File: src/rtl/alu_accumulator.sv
// 4-bit accumulator ALU: single-cycle add/sub/and/shift/load, 4-cycle shift-add multiply and
// optional 4-cycle restoring divide (enabled by macro ALU_DIV_EN); strobes ignored while busy.
module alu_accumulator (
  input  logic       clk,
  input  logic       clr,
  input  logic [3:0] bus_in,
  input  logic [3:0] breg,
  input  logic       ah_inen,
  input  logic       ah_reset,
  input  logic       adds,
  input  logic       subs,
  input  logic       ands,
  input  logic       muls,
  input  logic       divs,
  input  logic [1:0] hs,
  input  logic [1:0] ls,
  input  logic       acc_oen,
  output logic [3:0] acc_out,
  output logic [3:0] al_out,
  output logic       z_f,
  output logic       s_f,
  output logic       busy,
  output logic       done
);

  typedef enum logic [1:0] {
    IDLE,
    MUL
`ifdef ALU_DIV_EN
    , DIV
`endif
  } state_t;

  state_t     state, state_nxt;
  logic [3:0] ah, ah_nxt, al, al_nxt;
  logic [2:0] cnt, cnt_nxt;
  logic       z_nxt, s_nxt, busy_nxt, done_nxt;

  logic [3:0] add_res, sub_res, and_res;
  logic [4:0] mul_sum;
  logic [3:0] mul_ah, mul_al;

  assign add_res = ah + breg;
  assign sub_res = ah - breg;
  assign and_res = ah & breg;

  // One multiplier bit per cycle: add breg if AL[0], then shift {carry,AH,AL} right.
  assign mul_sum = {1'b0, ah} + (al[0] ? {1'b0, breg} : 5'd0);
  assign mul_ah  = mul_sum[4:1];
  assign mul_al  = {mul_sum[0], al[3:1]};

`ifdef ALU_DIV_EN
  logic [4:0] div_rem;
  logic       div_ge;
  logic [3:0] div_sub, div_ah, div_al;

  // With breg=0 every step "subtracts" nothing, so AL fills with ones and AH ends as AL_initial.
  assign div_rem = {ah, al[3]};
  assign div_ge  = (div_rem >= {1'b0, breg});
  assign div_sub = div_rem[3:0] - breg;
  assign div_ah  = div_ge ? div_sub : div_rem[3:0];
  assign div_al  = {al[2:0], div_ge};
`endif

  always_comb begin
    state_nxt = state;
    ah_nxt    = ah;
    al_nxt    = al;
    cnt_nxt   = cnt;
    z_nxt     = z_f;
    s_nxt     = s_f;
    busy_nxt  = busy;
    done_nxt  = 1'b0;
    case (state)
      IDLE: begin
        if (ah_reset) begin
          ah_nxt = 4'h0;
        end else if (ah_inen) begin
          ah_nxt = bus_in;
        end else if (muls) begin
          state_nxt = MUL;
          ah_nxt    = 4'h0;
          cnt_nxt   = 3'd0;
          busy_nxt  = 1'b1;
        end else if (divs) begin
`ifdef ALU_DIV_EN
          state_nxt = DIV;
          ah_nxt    = 4'h0;
          cnt_nxt   = 3'd0;
          busy_nxt  = 1'b1;
`endif
        end else if (adds) begin
          ah_nxt = add_res;
          z_nxt  = (add_res == 4'h0);
          s_nxt  = add_res[3];
        end else if (subs) begin
          ah_nxt = sub_res;
          z_nxt  = (sub_res == 4'h0);
          s_nxt  = sub_res[3];
        end else if (ands) begin
          ah_nxt = and_res;
          z_nxt  = (and_res == 4'h0);
          s_nxt  = and_res[3];
        end else begin
          case (hs)
            2'b01:   ah_nxt = {ah[2:0], al[3]};
            2'b10:   ah_nxt = {1'b0, ah[3:1]};
            2'b11:   ah_nxt = bus_in;
            default: ah_nxt = ah;
          endcase
          case (ls)
            2'b01:   al_nxt = {al[2:0], 1'b0};
            2'b10:   al_nxt = {ah[0], al[3:1]};
            2'b11:   al_nxt = bus_in;
            default: al_nxt = al;
          endcase
        end
      end
      MUL: begin
        ah_nxt  = mul_ah;
        al_nxt  = mul_al;
        cnt_nxt = cnt + 3'd1;
        if (cnt == 3'd3) begin
          state_nxt = IDLE;
          busy_nxt  = 1'b0;
          done_nxt  = 1'b1;
          z_nxt     = ({mul_ah, mul_al} == 8'h00);
          s_nxt     = mul_ah[3];
        end
      end
`ifdef ALU_DIV_EN
      DIV: begin
        ah_nxt  = div_ah;
        al_nxt  = div_al;
        cnt_nxt = cnt + 3'd1;
        if (cnt == 3'd3) begin
          state_nxt = IDLE;
          busy_nxt  = 1'b0;
          done_nxt  = 1'b1;
          z_nxt     = (breg == 4'h0) ? 1'b0 : (div_al == 4'h0);
          s_nxt     = (breg == 4'h0);
        end
      end
`endif
      default: begin
        state_nxt = IDLE;
        busy_nxt  = 1'b0;
      end
    endcase
  end

  always_ff @(posedge clk) begin
    if (!clr) begin
      state <= IDLE;
      ah    <= 4'h0;
      al    <= 4'h0;
      cnt   <= 3'd0;
      z_f   <= 1'b1;
      s_f   <= 1'b0;
      busy  <= 1'b0;
      done  <= 1'b0;
    end else begin
      state <= state_nxt;
      ah    <= ah_nxt;
      al    <= al_nxt;
      cnt   <= cnt_nxt;
      z_f   <= z_nxt;
      s_f   <= s_nxt;
      busy  <= busy_nxt;
      done  <= done_nxt;
    end
  end

  assign acc_out = acc_oen ? ah : 4'h0;
  assign al_out  = al;

endmodule

File: config.mk
export PLATFORM = sky130hd
export DESIGN_NAME = alu_accumulator
export DESIGN_NICKNAME = d
export VERILOG_FILES = /design/src/rtl/alu_accumulator.sv
export SDC_FILE = /design/constraint.sdc
export NUM_CORES = 1
export LEC_CHECK = 0
export BUFFER_PORTS_ARGS = -buffer_cell sky130_fd_sc_hd__buf_2
export CORE_ASPECT_RATIO = 1.1
export CORE_MARGIN = 10
export CORE_UTILIZATION = 40
export CTS_BUF_LIST = sky130_fd_sc_hd__clkbuf_16
export DETAILED_ROUTE_END_ITERATION = 10
export PLACE_DENSITY_LB_ADDON = 0.2
export SLEW_MARGIN = 20
export SYNTH_ARGS = -nofsm -noshare
export SYNTH_HDL_FRONTEND = slang
export SYNTH_SLANG_ARGS = --single-unit
File: constraint.sdc
create_clock -name clk -period 7.1 [get_ports clk]
set_clock_uncertainty 0.1 [all_clocks]
set_input_delay 0.355 -clock clk [delete_from_list [all_inputs] [get_ports clk]]
set_output_delay 0.355 -clock clk [all_outputs]
set_load 0.01 [all_outputs]
==> flow_metrics.tcl <==
set metrics [dict create \
    pwr-share-seq_pct 34.4 \
    final_core_utilization_pct 49.4 \
    postCtsResizedCells 0 \
    clock_latency_reported_for_the_late_side_of_the_worst_skew_pair_ns 0.25 \
    cts_setup_buffers 0 \
    dp_worst_setup_slack_ns 4.65 \
    dpl-instance-area_um2 1730 \
    antenna_found_initial 0 \
    outcome "finished clean" \
    clock_power_share_pct 40.8 \
    setup_ws_ns 4.62 \
    number_of_distinct_library_cells_after_synthesis 41 \
    hold_class "primary input to flop" \
    synth.ff_latch_count 15 \
    timing.setup.critical_path_class "flop to flop" \
    vias_in_the_first_global_route 1550 \
    synth.most_common_cell "nor2_1" \
    numPortBuffers 33 \
    io_pins 34 \
    filler_cell_count 384 \
    clock-root-buffer "clkbuf_16" \
    first_iter_violations 139 \
    placement_rows 23 \
    critPathArrivalTime_ns 2.56 \
    synth_seq_area_share_pct 19.6 \
    floorplan.die.width_um 79.0 \
    cts-buffers-inserted 3 \
    critPathRequiredTime_ns 7.18 \
    drc 0 \
    grt.total_usage_pct 13.1 \
    die_area_um2 6700 \
    path_max_fanout 7 \
    synth_area_per_cell_um2 7.65 \
    timing.max_slew.rel_slack_pct 50.6 \
    ir_worst_vdd_v 0.000118 \
    fin_total_pwr_uw 272 \
    placed_cells 275 \
    power-per-cell-area_nw_per_um2 150 \
    min_delay_path_depth 3 \
    yosys_most_used_dff "dfxtp_1" \
    post-route-cell-area_um2 1810 \
    initial_core_util_pct 41.9 \
    wirelength_per_cell_um 15.7 \
    drive_above_1_share_pct 16.6 \
    drt_wl_total_um 4370 \
    final_min_period_over_clock_period_pct 34.9 \
    hold_viol_final 0 \
    hpwlAfterDp_um 3470 \
    critPathCaptureType "flop" \
    warnings_synthesis 0 \
    worstRegToRegCells 9 \
    timing.max_cap.violations 0 \
    power.switching_fraction_pct 29.9 \
    via_density_per_instance 5.62 \
    edff_count_synth 0 \
    postRouteAntennaNets 0 \
    fraction_of_power_consumed_by_combinational_cells_pct 24.9 \
    clock-sinks 15 \
    h_tree_depth_reported_by_cts 1 \
    worst-slew-pin-transition_ns 0.739 \
    synth_top_cells_by_count "nor2_1, ha_1, inv_1" \
    grt_overflow 0 \
    cts_max_path_buffers 2 \
    accumulated_negative_setup_slack_ns 0 \
    nNetsFinal 272 \
    syn-num-nets 242 \
    largest_net_degree_at_the_start_of_global_routing 27 \
    finalNonFillerCells 279 \
    synthesis.instances 200 \
    num_vias 1567 \
    finalHoldWorstSlack_ns 0.306 \
    drtPass1Iterations 4 \
    ys_top_cells_by_area "dfxtp_1, ha_1, nor2_1" \
    cts.reportedPaths.clkPinSlew_ns 0.05 \
    cell_type_with_the_highest_aggregate_area_in_the_netlist "dfxtp_1" \
    timing.fmax_mhz 404 \
    critPathLaunchType "flop" \
    cellInternalPower_uw 191 \
    final_max_slew_viol_count 0 \
    clock_tree_from_tritoncts "done" \
    postSynth.asyncResetShare_pct 0 \
    rsz0062_at_grt "false" \
    cts_hold_repair.buffers 0 \
    die_height_um 84.9 \
    layout_stage_area_growth_over_the_synthesis_result_pct 18.1 \
    finalWeightedCongestion 0.873 \
    finalCriticalPeriod_ns 2.48 \
    final-setup-viol-count 0 \
    total_leakage_power_nw 0.827 \
    mapped_area_um2 1530 \
    diodes 0 \
    grt_pass1_wl_um 7380 \
    core_area_um2 3650 \
    netSwitchingPower_uw 81.2 \
    post-synth-top-area-fraction_pct 19.6 \
]
[metal layers]
metal | GRT usage, % | up-vias | part of all wire [%]
met1 | 16.5 | 722 | 45
li1 | - | 795 | -
met3 | 2.43 | 9 | 5.1
met5 | 0 | - | 0
met2 | 21.3 | 41 | 48
met4 | 5.38 | 0 | 2.1
[flip-flops by register name (all words and copies together) (netlist names)]
| name | count |
|---|---|
| busy | 1 |
| ah | 4 |
| done | 1 |
| z_f | 1 |
| s_f | 1 |
| al_out | 4 |
| cnt | 3 |
[worst paths after layout]
check        startpoint     end  slack [ns]
max           al_out[0]     z_f        4.62
min                 clr    busy        0.31
max reg2reg   al_out[0]     z_f        4.62
min reg2reg      cnt[2]  cnt[2]        0.38
[layout make-up]
cell class                      instances  area (um^2)  area share, %
Clock buffer                            3         75.1           4.16
Timing Repair Buffer                   33          165           9.14
Sequential cell                        15          300           16.6
Multi-Input combinational cell        160         1140           62.9
Clock inverter                          1         3.75          0.208
Tap cell                               50         62.6           3.46
Inverter                               17         63.8           3.53
[placed cells by master (no fill, tap or decap), types with 3 or more instances in the layout]
cell type  Yosys  layout
buf_2          0      33
nor2_1        20      20
inv_1         17      18
ha_1          17      17
o21ai_0       15      15
dfxtp_1       15      15
a21oi_1       11      11
nand2_1        9       9
and2_1         8       8
nand3_1        7       7
nor3b_1        6       6
nor3_1         5       5
nor2b_1        5       5
xnor2_1        4       4
o221ai_1       4       4
nand2b_1       3       3
a31oi_1        3       3
a22o_1         3       3
a22oi_1        3       3
mux2i_1        3       3
a211o_1        3       3
a32oi_1        3       3
fa_1           3       3
clkbuf_16      0       3
[cells by family after synthesis]
| logic type | after synthesis | share of synthesized area [%] |
|---|---|---|
| AND/OR/NAND/NOR | 74 | 25.6 |
| AO/OA/AOI/OAI | 58 | 26.0 |
| buffers and inverters | 25 | 6.13 |
| adder cells (fa/ha/maj) | 20 | 17.8 |
| flip-flops | 15 | 19.6 |
| XOR/XNOR | 5 | 2.86 |
| multiplexers | 3 | 1.96 |
[worst max-delay path, cell delays in order (launching register included)]
cell	delay, ns
dfxtp_1	0.44
and2_1	0.17
ha_1	0.15
inv_1	0.06
fa_1	0.48
inv_1	0.05
or4_1	0.54
a211oi_2	0.19
o32ai_1	0.11
a21oi_1	0.13
[power by group through the flow]
| stage | combinational (mW) | clock (mW) | sequential [mW] |
|---|---|---|---|
| floorplan | 0.0467 | 0 | 0.0925 |
| global placement | 0.0670 | 0 | 0.0949 |
| detailed placement | 0.0664 | 0 | 0.0951 |
| CTS | 0.0669 | 0.113 | 0.0934 |
| global route | 0.0760 | 0.118 | 0.0940 |
| finish | 0.0675 | 0.111 | 0.0934 |
(Power assumes the default switching activity.)
